## config.mk

```make
export PLATFORM = sky130hd
export DESIGN_NAME = ntt_pu_controller
export DESIGN_NICKNAME = d
export VERILOG_FILES = /design/src/rtl/ntt_ctrl_pkg.sv /design/src/rtl/ntt_rsp_buf.sv /design/src/rtl/ntt_pu_controller.sv
export SDC_FILE = /design/constraint.sdc
export NUM_CORES = 1
export LEC_CHECK = 0
export BUFFER_PORTS_ARGS = -buffer_cell sky130_fd_sc_hd__buf_2
export CORE_AREA = 2 2 428 430
export DETAILED_ROUTE_END_ITERATION = 10
export DIE_AREA = 0 0 430 432
export SLEW_MARGIN = 10
export SYNTH_ARGS = -nofsm -noshare
export SYNTH_HDL_FRONTEND = slang
export SYNTH_SLANG_ARGS = --single-unit
```

## constraint.sdc

```tcl
create_clock -name clk -period 4.3 [get_ports clk]
set_input_delay 0.43 -clock clk [delete_from_list [all_inputs] [get_ports clk]]
set_output_delay 0.43 -clock clk [all_outputs]
set_load 0.05 [all_outputs]
```

## src/rtl/ntt_ctrl_pkg.sv

```systemverilog
// Shared definitions for the NTT processing-unit controller:
// FSM state encoding and the run-counter width helper.
package ntt_ctrl_pkg;

    typedef enum logic [1:0] {
        IDLE  = 2'd0,
        CLEAR = 2'd1,
        RUN   = 2'd2
    } ctrl_state_e;

    // Width needed to count 0..value-1, never narrower than one bit.
    function automatic int clog2(input int value);
        int w;
        w = 1;
        while ((1 << w) < value) begin
            w++;
        end
        return w;
    endfunction

endpackage

```

## src/rtl/ntt_rsp_buf.sv

```systemverilog
// One-entry result register with valid/ready hand-off: capture, hold, release.
// With NTT_CTRL_PERF_EN defined it also keeps transform and stall counters.
module ntt_rsp_buf #(
    parameter int W = 272
) (
    input  logic         clk,
    input  logic         rst,
    input  logic         cap_en,
    input  logic [W-1:0] cap_data,
    input  logic         cap_inv,
    input  logic         rsp_ready,
    output logic         rsp_valid,
    output logic [W-1:0] rsp_data,
    output logic         rsp_inv
`ifdef NTT_CTRL_PERF_EN
    ,
    output logic [31:0]  perf_xforms,
    output logic [31:0]  perf_stall
`endif
);

    // Capture only ever lands on an empty or emptying entry, so it takes priority.
    always_ff @(posedge clk or negedge rst) begin
        if (!rst) begin
            rsp_valid <= 1'b0;
            rsp_data  <= '0;
            rsp_inv   <= 1'b0;
        end else if (cap_en) begin
            rsp_valid <= 1'b1;
            rsp_data  <= cap_data;
            rsp_inv   <= cap_inv;
        end else if (rsp_valid && rsp_ready) begin
            rsp_valid <= 1'b0;
        end
    end

`ifdef NTT_CTRL_PERF_EN
    always_ff @(posedge clk or negedge rst) begin
        if (!rst) begin
            perf_xforms <= '0;
            perf_stall  <= '0;
        end else begin
            if (cap_en) begin
                perf_xforms <= perf_xforms + 32'd1;
            end
            if (rsp_valid && !rsp_ready) begin
                perf_stall <= perf_stall + 32'd1;
            end
        end
    end
`endif

endmodule

```

## src/rtl/ntt_pu_controller.sv

```systemverilog
// Sequencer around the NTT/INTT processing unit: accepts a request, parks/releases
// the PU for its fixed run length, captures the result. Optional NTT_CTRL_PERF_EN counters.
module ntt_pu_controller
    import ntt_ctrl_pkg::*;
#(
    parameter int N      = 17,
    parameter int D      = 16,
    parameter int STAGES = $clog2(D),
    parameter int PU_LAT = STAGES + 1
) (
    input  logic           clk,
    input  logic           rst,
    input  logic           req_valid,
    output logic           req_ready,
    input  logic           req_inv,
    input  logic [D*N-1:0] req_data,
    output logic           pu_rst,
    output logic           pu_inv,
    output logic [D*N-1:0] pu_a,
    input  logic [D*N-1:0] pu_an,
    output logic           rsp_valid,
    input  logic           rsp_ready,
    output logic           rsp_inv,
    output logic [D*N-1:0] rsp_data,
    output logic           busy
`ifdef NTT_CTRL_PERF_EN
    ,
    output logic [31:0]    perf_xforms,
    output logic [31:0]    perf_stall
`endif
);

    localparam int               DW       = D * N;
    localparam int               CNT_W    = clog2(PU_LAT);
    localparam logic [CNT_W-1:0] LAST_CNT = CNT_W'(PU_LAT - 1);

    ctrl_state_e      state_q;
    ctrl_state_e      state_d;
    logic [CNT_W-1:0] run_cnt;
    logic             accept;
    logic             capture;

    assign accept = req_valid && req_ready;

    always_ff @(posedge clk or negedge rst) begin
        if (!rst) begin
            state_q <= IDLE;
        end else begin
            state_q <= state_d;
        end
    end

    always_comb begin
        state_d = state_q;
        unique case (state_q)
            IDLE:    if (accept) state_d = CLEAR;
            CLEAR:   state_d = RUN;
            RUN:     if (run_cnt == LAST_CNT) state_d = IDLE;
            default: state_d = IDLE;
        endcase
    end

    // The PU is held in reset everywhere except RUN, so it is parked while idle.
    always_comb begin
        req_ready = 1'b0;
        busy      = 1'b1;
        pu_rst    = 1'b1;
        capture   = 1'b0;
        unique case (state_q)
            IDLE: begin
                req_ready = !rsp_valid || rsp_ready;
                busy      = 1'b0;
            end
            CLEAR: begin
                pu_rst = 1'b1;
            end
            RUN: begin
                pu_rst  = 1'b0;
                capture = (run_cnt == LAST_CNT);
            end
            default: begin
                busy = 1'b0;
            end
        endcase
    end

    always_ff @(posedge clk or negedge rst) begin
        if (!rst) begin
            run_cnt <= '0;
        end else if (state_q == RUN && run_cnt != LAST_CNT) begin
            run_cnt <= run_cnt + CNT_W'(1);
        end else begin
            run_cnt <= '0;
        end
    end

    // PU operands stay frozen from one accept to the next.
    always_ff @(posedge clk or negedge rst) begin
        if (!rst) begin
            pu_a   <= '0;
            pu_inv <= 1'b0;
        end else if (accept) begin
            pu_a   <= req_data;
            pu_inv <= req_inv;
        end
    end

`ifdef NTT_CTRL_PERF_EN
    ntt_rsp_buf #(
        .W(DW)
    ) u_rsp_buf (
        .clk         (clk),
        .rst         (rst),
        .cap_en      (capture),
        .cap_data    (pu_an),
        .cap_inv     (pu_inv),
        .rsp_ready   (rsp_ready),
        .rsp_valid   (rsp_valid),
        .rsp_data    (rsp_data),
        .rsp_inv     (rsp_inv),
        .perf_xforms (perf_xforms),
        .perf_stall  (perf_stall)
    );
`else
    ntt_rsp_buf #(
        .W(DW)
    ) u_rsp_buf (
        .clk       (clk),
        .rst       (rst),
        .cap_en    (capture),
        .cap_data  (pu_an),
        .cap_inv   (pu_inv),
        .rsp_ready (rsp_ready),
        .rsp_valid (rsp_valid),
        .rsp_data  (rsp_data),
        .rsp_inv   (rsp_inv)
    );
`endif

endmodule

```

=== Yosys cells after proc, flatten, opt, wreduce, memory -nomap -nowiden ===
Cells that the tools add are included.
Widths: inputs -> output; s select.

* Word-level logic and storage cells: 33
* Output and inout port bits: 550
* Register bits: 552
* Bits of input ports: 549

* Muxes and demuxes: 10
* Reduce and logical (&&, ||, !) cells: 9
* $add $sub $neg: 1
* Equality and inequality tests: 6

{| class="wikitable"
|+ Operator list
! operator !! count
|-
| $mux 1 || 6
|-
| $pmux 2 s3 || 1
|-
| $mux 2 || 2
|-
| $ne 2x2->1 const B || 2
|-
| $add 3x1->3 const B || 1
|-
| $eq 3x3->1 const B || 1
|-
| $logic_and 1x1->1 || 3
|-
| $mux 3 || 1
|-
| $ne 3x3->1 const B || 1
|-
| $eq 2x1->1 const B || 1
|-
| $eq 2x2->1 const B || 1
|-
| $logic_not 2->1 || 1
|-
| $reduce_and 2->1 || 1
|-
| $reduce_bool 2->1 || 1
|-
| $reduce_or 2->1 || 1
|-
| $logic_not 1->1 || 1
|-
| $logic_or 1x1->1 || 1
|}

=== Depth between registers and ports, before layout ===
Gate-level depths: netlist of run 1.

* Depth in word-level cells: 6
* Mapped depth: 7
* Depth with buffers taken out: 5

=== Hierarchy ===
Synthesis of run 1 repeated with hierarchy kept, for this count alone.

* Cell total of the unflattened synthesis: 1188
* Area, all modules: 21808.4 um2

{| class="wikitable"
|+ By module, submodules not included
! module !! cells an instance !! instances !! area each (um2) !! seq. area each (um2)
|-
| ntt_pu_controller || 609 || 1 || 11534.8 || 6956.7
|-
| ntt_rsp_buf || 579 || 1 || 10273.6 || 6856.6
|}

=== Worst setup path before layout of run 1 ===
Ideal clock, no wire load.

* Path kind: flip-flop to flip-flop
* Start point: register u_rsp_buf.rsp_valid
* End point: register pu_a[0]
* Arrival: 1.641 ns
* Setup slack: 2.534 ns
* Setup time: 0.125 ns
* Data required time: 4.175 ns
* Cell stages (with the launch flop): 7
* Clock period less this slack: 1.766 ns
* Path buffers: 3
* Path through: dfrtp_1 nand2b_4 and3_4 buf_6 buf_12 buf_12 mux2_4

* Word-level cells in the longest chain between the ends: 4

{| class="wikitable"
|+ Ends and longest elaborated chain
! item !! line !! text
|-
| start, declared || ntt_rsp_buf.sv:12 || <nowiki>output logic rsp_valid,</nowiki>
|-
| start signal, assigned || ntt_rsp_buf.sv:25 || <nowiki>rsp_valid <= 1'b0;</nowiki>
|-
| start signal, assigned || ntt_rsp_buf.sv:29 || <nowiki>rsp_valid <= 1'b1;</nowiki>
|-
| start signal, assigned || ntt_rsp_buf.sv:33 || <nowiki>rsp_valid <= 1'b0;</nowiki>
|-
| $logic_not 1->1 || ntt_pu_controller.sv:71 || <nowiki>req_ready = !rsp_valid || rsp_ready;</nowiki>
|-
| $logic_or 1x1->1 || ntt_pu_controller.sv:71 ||
|-
| $mux 1 || ntt_pu_controller.sv:69 || <nowiki>unique case (state_q)</nowiki>
|-
| $logic_and 1x1->1 || ntt_pu_controller.sv:43 || <nowiki>assign accept = req_valid && req_ready;</nowiki>
|-
| end signal, assigned || ntt_pu_controller.sv:103 || <nowiki>pu_a <= req_data;</nowiki>
|-
| end, declared || ntt_pu_controller.sv:19 || <nowiki>output logic [D*N-1:0] pu_a,</nowiki>
|}

No other way between the ends.
A chain may end at the register's enable or synchronous reset.

=== Final worst setup path of run 1 ===
* Start point: register state_q[0]
* End point: register u_rsp_buf.rsp_data[119]

* Word-level cells in the longest chain between the ends: 2

{| class="wikitable"
|+ Ends and longest elaborated chain
! item !! line !! text
|-
| start, declared || ntt_pu_controller.sv:37 || <nowiki>ctrl_state_e state_q;</nowiki>
|-
| start signal, assigned || ntt_pu_controller.sv:49 || <nowiki>state_q <= state_d;</nowiki>
|-
| $eq 2x2->1 || ntt_pu_controller.sv:69 ||
|-
| $mux 1 || ntt_pu_controller.sv:69 ||
|-
| end signal, assigned || ntt_rsp_buf.sv:30 || <nowiki>rsp_data <= cap_data;</nowiki>
|-
| end, declared || ntt_rsp_buf.sv:13 || <nowiki>output logic [W-1:0] rsp_data,</nowiki>
|}

No other way between the ends.

==> results of run 1 <==
==> final timing paths <==
| check | start | endpoint | slack (ns) | cells after the start |
|---|---|---|---|---|
| max | state_q[0] | u_rsp_buf.rsp_data[119] | 1.58 | 5 |
| min | req_data[43] | pu_a[43] | 0.06 | 2 |
| max reg2reg | state_q[0] | u_rsp_buf.rsp_data[119] | 1.58 | 5 |
| min reg2reg | run_cnt[0] | run_cnt[0] | 0.46 | 1 |
| max in group asynchronous | rst | u_rsp_buf.rsp_data[34] | 2.73 | 3 |
| min in group asynchronous | rst | pu_a[104] | 0.38 | 2 |
==> kinds of logic (layout without fill, tap and decap cells) <==
| logic type | Yosys count | in the layout |
|---|---|---|
| mux | 546 | 546 |
| simple gates | 11 | 11 |
| flops | 552 | 552 |
| compound gates | 6 | 6 |
| other cells | 0 | 42 |
| fa+ha+maj | 5 | 5 |
| buf+inv | 67 | 1804 |
| xor+xnor | 1 | 1 |
==> timing repair <==
action / in CTS / in global routing
setup endpoints to repair: 0 / 0
hold endpoints to repair: 611 / 0
resized for setup: 0 / 0
hold buffers: 540 / 0
==> where the power goes <==
group / leakage [nW] / total (mW) / switching [mW] / internal, mW
logic: 10.0 / 11.8 / 8.05 / 3.76
clock network: 1.19 / 6.39 / 2.65 / 3.74
registers: 6.47 / 7.55 / 0.875 / 6.67
total: 17.7 / 25.7 / 11.6 / 14.2
==> worst max-delay path: cells and delay by family (launching register included) <==
kind	cells	cell delay, ns
mux	1	0.37
simple gates	1	0.67
flops	1	0.40
fa+ha+maj	1	0.25
buf+inv	2	0.64
==> stage by stage <==
stage	worst slack (ns)	std cells	utilization (%)	area (um^2)	power, mW
after detailed placement	1.57	4640	16.5	30000	19.0
after floorplan	2.53	1188	-	21800	15.9
after global routing	1.45	5325	20.8	37900	26.7
final	1.58	5352	20.9	37900	25.7
after CTS	1.59	5310	20.8	37800	26.2
after global placement	1.64	4640	16.5	30000	18.9
==> state kept, by name, indices dropped and copies added (netlist names) <==
signal,cells
state_q,2
u_rsp_buf.rsp_data,272
u_rsp_buf.rsp_inv,1
u_rsp_buf.rsp_valid,1
run_cnt,3
pu_a,272
pu_inv,1
==> per-layer routing <==
metal  global-route usage, %  vias to the layer above
met2                    20.5                      891
li1                        -                     7583
met3                    7.01                      267
met4                    5.06                       16
met1                    14.9                     8944
met5                       0                        -
==> synthesized netlist by cell type <==
cell type / instances
a211o_1: 1
a21bo_2: 1
a21boi_0: 1
a21oi_1: 1
a22o_1: 1
and2_1: 2
and3_4: 1
buf_12: 22
buf_2: 30
buf_6: 8
clkbuf_1: 1
dfrtp_1: 552
ha_1: 5
inv_1: 6
mux2_2: 287
mux2_4: 259
nand2_1: 4
nand2b_4: 1
nand3_1: 1
nor2_1: 2
o211ai_1: 1
xnor2_1: 1
==> final cells by class <==
cell class	instances	area, um^2	area share [%]
well taps	2385	2980	7.87
flip-flops and latches	552	13800	36.4
multi-input cells	569	7320	19.3
inverters	6	22.5	0.0594
diodes	42	105	0.277
repair buffers	1668	11200	29.6
clock buffers	93	1990	5.25
clock inverters	37	459	1.21
==> impl_metrics.ini, run 1 <==
[outcome]
status = completed

[sta]
hold_viol_final = 0
fin_crit_sh_pct = 63.3
hold_ws_ns = 0.0591
fmax_mhz = 368
setup_viol = 0
tns_ns = 0
clock_skew_ns = 0.0217
post-route-min-period_ns = 2.72
slew_viol_final = 0
worstMarginPinSlew_ns = 1.06
rsz0062_at_grt = false
slew_headroom_pct = 29.4

[route]
wl_met1_um = 48400
dr_wl_met3_um = 15000
drt_iter0_drc = 765
first_pass_iters = 5
avgViaCountPerCell = 3.31
postRouteWirelength_um = 127000
drc = 0
wl_met2_um = 57300
drt.antenna.violating_nets = 0
vias = 17700
routedWlPerCell_um = 23.6
top_layer_used = met5

[yosys]
synth_cell_types = 22
synth-compound-area-share_pct = 0.218
synth_fa_ha_area_share_pct = 0.287
yosysTopAreaCellShare_pct = 63.3
synth_top_family_by_area = multiplexers
synthesis.area_um2 = 21800
synth.net_count = 1742
ys_top_cells_by_area = dfrtp_1, mux2_4, mux2_2
yosysSeqAreaShare_pct = 63.3
synth_xor_area_share_pct = 0.0401
synth.largest_area_cell = dfrtp_1
yosys_warnings = 0
synthSimpleGateAreaFrac_pct = 0.298
synth_seq_cells = 552
synth_area_per_cell_um2 = 18.4
synth_mux_area_share_pct = 32.6
syn_inst = 1188

[cells_and_area]
fill_cells = 19400
final_net_count = 3423
synthToLayoutAreaGrowth_pct = 73.8
mostFrequentLayoutCells = buf_2, dfrtp_1, dlygate4sd3_1
final_common_cell = buf_2
drive_above_1_share_pct = 61.4

[grt]
grt_pass1_vias = 18800
grt_antenna_before_repair = 115
grt_max_degree = 111
gr-total-overflow = 0
grt_usage_pct = 13.1
grt_pass1_wl_um = 164000

[pwr]
irDropWorstVdd_mv = 0.414
cellPowerDensity_nw_per_um2 = 679
leakagePower_nw = 17.7

[clock_network]
clk_path_buf_depth = 3
clk_root_buffer_cell = clkbuf_16
postCtsSetupRepairBufs = 0
cts_made_buffers = 72
clock_latency_ns = 0.69
cts_tree = built
cts-htree-levels = 3
cts.sinks = 552
clk_pin_slew_ns = 0.06

[die]
chipWidth_um = 430
io_pins = 1099
core_area_um2 = 182000
dieArea_um2 = 186000
dieHeight_um = 432
core.rowCount = 157
initial_core_util_pct = 12.0

[setup_path]
crit_path_max_incr_delay_ns = 0.67
start_kind = register
cpMaxStageDelayCell = nand3_4
arrival_ns = 3.27
crit_type = reg2reg
cp_cell_sequence = inv_1 -> ha_1 -> nand3_4 -> buf_12 -> mux2_2
endpoint_kind = register
cp.required_ns = 4.85
cp_max_fo = 89

[run]
timing.max_cap.violations = 0

[placement]
hpwl_um = 101000
placement.io_buffers = 1098
gp_congestion = 0.865

[worst_hold_path]
hold_path.class = in2reg
Note: power is estimated with default switching activity, not from simulation.
==> run 2, diff against run 1 <==
clock period = 2.27 ns   (was 4.3 ns; I/O delays follow)
==> run 2 against run 1 <==
Effect of this change:
- cell area grew 1.7%
- sequential share of layout area shrank 0.61 points
- final cell count grew 0.93%
- clock-buffer cell count shrank 4
- total power grew 91%
- core utilization grew 0.36 points
- sequential power grew 92%
- highest routed layer unchanged
==> impl_metrics.ini, run 2 (synthesized netlist as in run 1, its figures left out) <==
[setup_path]
cp_max_fo = 3
endpoint_kind = output pin
cp.required_ns = 2.04
cpMaxStageDelayCell = dfrtp_1
crit_path_max_incr_delay_ns = 0.42
timing.critical_path.buf_inv = 2
crit_type = reg2out
arrival_ns = 1.87
cp_cell_sequence = inv_1 -> ha_1 -> and2_1 -> buf_2
start_kind = register
critPathTopFamily = flip-flops

[cells_and_area]
final_net_count = 3478
mostFrequentLayoutCells = buf_2, dfrtp_1, dlygate4sd3_1
final_common_cell = buf_2
reg_top3 = pu_a x272, u_rsp_buf.rsp_data x272, run_cnt x3
synthToLayoutAreaGrowth_pct = 76.8
fill_cells = 19300
drive_above_1_share_pct = 61.9

[sta]
setup_viol = 0
fmax_mhz = 477
clock_skew_ns = 0.0260
post-route-min-period_ns = 2.09
tns_ns = 0
worstMarginPinSlew_ns = 0.572
rsz0062_at_grt = false
slew_headroom_pct = 61.9
hold_viol_final = 0
fin_crit_sh_pct = 92.3
slew_viol_final = 0

[clock_network]
postCtsSetupRepairBufs = 0
cts-htree-levels = 3
clk_root_buffer_cell = clkbuf_16
cts.sinks = 552
clk_path_buf_depth = 3
cts_made_buffers = 70
cts_tree = built
clock_latency_ns = 0.70
clk_pin_slew_ns = 0.06

[die]
initial_core_util_pct = 12.0
core.rowCount = 157
io_pins = 1099
dieArea_um2 = 186000
chipWidth_um = 430
dieHeight_um = 432
core_area_um2 = 182000

[route]
first_pass_iters = 4
drt.antenna.violating_nets = 0
vias = 18000
routedWlPerCell_um = 23.5
postRouteWirelength_um = 127000
avgViaCountPerCell = 3.33
drc = 0
drt_iter0_drc = 766

[placement]
hpwl_um = 103000
placement.io_buffers = 1098
gp_congestion = 0.875

[outcome]
status = completed

[grt]
grt_max_degree = 76
gr-total-overflow = 0
grt_usage_pct = 13.1
grt_antenna_before_repair = 116
grt_pass1_vias = 18900
grt_pass1_wl_um = 165000

[pwr]
fin_total_pwr_mw = 49.1
cellPowerDensity_nw_per_um2 = 1270
leakagePower_nw = 18.0
irDropWorstVdd_mv = 0.717

[worst_hold_path]
hold_path.class = in2async

[run]
timing.max_cap.violations = 0
## run 2: cell count changes in the layout (fill, tap and decap cells not counted), moves of 2 or more
cell,before,now
buf_4,22,56
buf_12,8,22
clkinv_16,0,4
dlygate4sd3_1,540,549
clkbuf_16,73,70
inv_6,11,5
bufinv_16,7,9
clkbuf_1,11,9
## run 2: where the power goes
part           leakage [nW]  internal, mW  switching, mW
Clock                  1.19          7.13           5.03
Sequential             6.47          12.6           1.81
Combinational          10.4          7.35           15.2
Total                  18.0          27.1           22.0
## run 2: per-stage QoR
stage / util [%] / cells / setup slack (ns) / area (um^2) / hold slack, ns
2_1_floorplan: - / 1188 / 0.504 / 21800 / -0.0686
3_3_place_gp: 16.8 / 4688 / 0.192 / 30500 / 0.229
3_5_place_dp: 16.8 / 4688 / 0.231 / 30500 / 0.235
4_1_cts: 21.2 / 5361 / 0.0635 / 38500 / 0.0524
5_1_grt: 21.2 / 5377 / 0.0437 / 38500 / 0.0810
6_report: 21.2 / 5402 / 0.175 / 38600 / 0.101
## run 2: routing by layer
layer	up-vias	track usage [%]	wire length, um
met3	257	6.53	14900
met4	22	4.60	4970
met2	909	20.6	58000
li1	7691	-	-
met5	-	0	139
met1	9130	15.3	48700
## run 2: layout make-up
| type | instances | area, um^2 | area share (%) |
|---|---|---|---|
| flip-flops and latches | 552 | 13800 | 35.8 |
| repair buffers | 1725 | 11900 | 30.7 |
| clock buffers | 89 | 1920 | 4.98 |
| inverters | 6 | 22.5 | 0.0584 |
| well taps | 2385 | 2980 | 7.74 |
| diodes | 41 | 103 | 0.266 |
| multi-input cells | 569 | 7320 | 19.0 |
| clock inverters | 35 | 554 | 1.44 |
## run 2: path summary, 6_finish.rpt
check                      slack (ns)                 endpoint  cells past startpoint     startpoint
setup / recovery                 0.18                req_ready                      4     state_q[0]
hold / removal                   0.10                pu_a[153]                      2            rst
setup reg to reg                 0.21                pu_a[122]                      6     state_q[0]
hold reg to reg                  0.46               run_cnt[0]                      1     run_cnt[0]
max in group asynchronous        1.30  u_rsp_buf.rsp_data[192]                      4            rst
min in group clk                 0.31                pu_a[150]                      3  req_data[150]
## run 2: repair_timing
action | 4_1_cts | 5_1_grt
resized for setup | 0 | 0
endpoints found under the setup margin | 0 | 0
hold buffers | 549 | 0
endpoints found under the hold margin | 817 | 0
==> run 3, diff against run 2 <==
clock period = 1.85 ns   (was 2.27 ns; I/O delays follow)
==> run 3 against run 2 <==
Effect of this change:
- first-iteration DRC count shrank 3.7%
- total power grew 25%
- routed wire length grew 5.7%
- setup slack lost 0.23 ns
- final cell count grew 1.3%
- largest power group unchanged
- the run now ends with setup timing left
- critical path type is now reg2reg
==> impl_metrics.ini, run 3 (synthesized netlist as in run 1, its figures left out) <==
[die]
core_area_um2 = 182000
io_pins = 1099
dieArea_um2 = 186000
chipWidth_um = 430
initial_core_util_pct = 12.0
core.rowCount = 157
dieHeight_um = 432

[setup_path]
worstRegToRegCells = 8
timing.rr.start = state_q[1]
arrival_ns = 2.45
rrSetupSlack_ns = -0.05
start_kind = register
endpoint_kind = register
crit_type = reg2reg
cp_max_fo = 7
timing.rr.end = u_rsp_buf.rsp_data[120]
startpoint = state_q[1]
cp.required_ns = 2.40

[outcome]
status = complete, but fails checks
failed_checks = setup timing

[clock_network]
clock_latency_ns = 0.67
cts.sinks = 552
cts_tree = built
cts-htree-levels = 3
clk_pin_slew_ns = 0.06
clk_root_buffer_cell = clkbuf_16
clk_path_buf_depth = 3
cts_made_buffers = 71

[cells_and_area]
final_core_util_pct = 22.3
drive_above_1_share_pct = 62.8
final_common_cell = buf_2
final_net_count = 3538
finalInstanceArea_um2 = 40500
stdcell_count = 5470
synthToLayoutAreaGrowth_pct = 85.4
reg_top3 = pu_a x272, u_rsp_buf.rsp_data x272, run_cnt x3
mostFrequentLayoutCells = buf_2, dfrtp_1, dlygate4sd3_1

[sta]
slew_headroom_pct = 66.9
finalWorstSetupSlack_ns = -0.0501
hold_viol_final = 0
fin_crit_sh_pct = 103
fmax_mhz = 526
worstMarginPinSlew_ns = 0.500
clock_skew_ns = 0.0185
tns_ns = -2.96
post-route-min-period_ns = 1.90
setup_viol = 161
slew_viol_final = 0
rsz0062_at_grt = true

[pwr]
irDropWorstVdd_mv = 0.974
leakagePower_nw = 19.3
cellPowerDensity_nw_per_um2 = 1520

[route]
drc = 0
avgViaCountPerCell = 3.39
drt_iter0_drc = 738
first_pass_iters = 5
vias = 18500
postRouteWirelength_um = 134000
drt.antenna.violating_nets = 0
routedWlPerCell_um = 24.5

[grt]
grt_usage_pct = 13.4
grt_pass1_wl_um = 170000
grt_antenna_before_repair = 97
gr-total-overflow = 0
grt_max_degree = 65
grt_pass1_vias = 19500

[placement]
place_inst = 4698
hpwl_um = 104000
place_area_um2 = 30600
gp_congestion = 0.882
placement.io_buffers = 1098

[run]
timing.max_cap.violations = 0

[worst_hold_path]
hold_path.class = in2async
run 3: changes by cell type in the layout (fill, tap and decap cells not counted), sizes merged:
cell,previous run,this run
clkinvlp,5,4
and3,1,2
diode,41,45
bufinv,9,5
inv,11,14
dlygate4sd3,549,548
clkinv,16,13
clkbuf,89,124
buf,1176,1210
run 3: per-layer routing:
metal	GRT usage (%)	wire length, um	vias to the layer above
met3	5.63	12500	281
met1	16.0	54500	9482
met4	4.54	4880	20
met5	0.833	338	-
li1	-	-	7840
met2	21.3	61800	901
run 3: final cells by class:
class / instances / area [um^2]
flip-flops and latches: 552 / 13800
multi-input cells: 570 / 7760
well taps: 2385 / 2980
repair buffers: 1783 / 13300
fillers: 19200 / 141000
diodes: 45 / 113
inverters: 6 / 25.0
clock buffers: 99 / 2050
clock inverters: 30 / 389
run 3: where the power goes:
group,internal [mW],leakage [nW],total [mW],switching (mW)
sequential,15.5,6.47,17.8,2.26
combinational,10.1,11.7,29.2,19.2
clock,8.56,1.19,14.6,6.08
run 3: worst max-delay path by stage:
| stage | slack (ns) | cells after the start | endpoint |
|---|---|---|---|
| after floorplan | 0.08 | 6 | pu_a[0] |
| after global placement | -0.09 | 6 | pu_a[174] |
| after detailed placement | -0.06 | 6 | u_rsp_buf.rsp_data[45] |
| after CTS | -0.11 | 5 | pu_rst |
| after global routing | -0.14 | 4 | req_ready |
| final | -0.05 | 8 | u_rsp_buf.rsp_data[120] |
run 3: critical path, cell delays in order, from the launching register on:
cell       delay [ns]
dfrtp_1          0.39
buf_6            0.12
ha_4             0.15
nand3_4          0.13
buf_12           0.20
buf_12           0.13
clkbuf_16        0.16
clkbuf_16        0.17
mux2_4           0.30
run 3: metrics by stage:
| stage | hold slack (ns) | power, mW | setup WS (ns) |
|---|---|---|---|
| finish | 0.258 | 61.6 | -0.0501 |
| detailed placement | 0.146 | 44.8 | -0.0627 |
| floorplan | -0.111 | 36.9 | 0.0843 |
| global placement | 0.146 | 44.6 | -0.0852 |
| CTS | 0.172 | 61.5 | -0.106 |
| global route | 0.210 | 63.8 | -0.136 |
run 3: what timing repair did:
item	4_1_cts	5_1_grt
hold buffers	549	0
buffers inserted	6	10
cloned	4	30
gates resized for setup	41	172
pin swaps	1	3
endpoints found under the hold margin	884	0
setup endpoints to repair	391	458
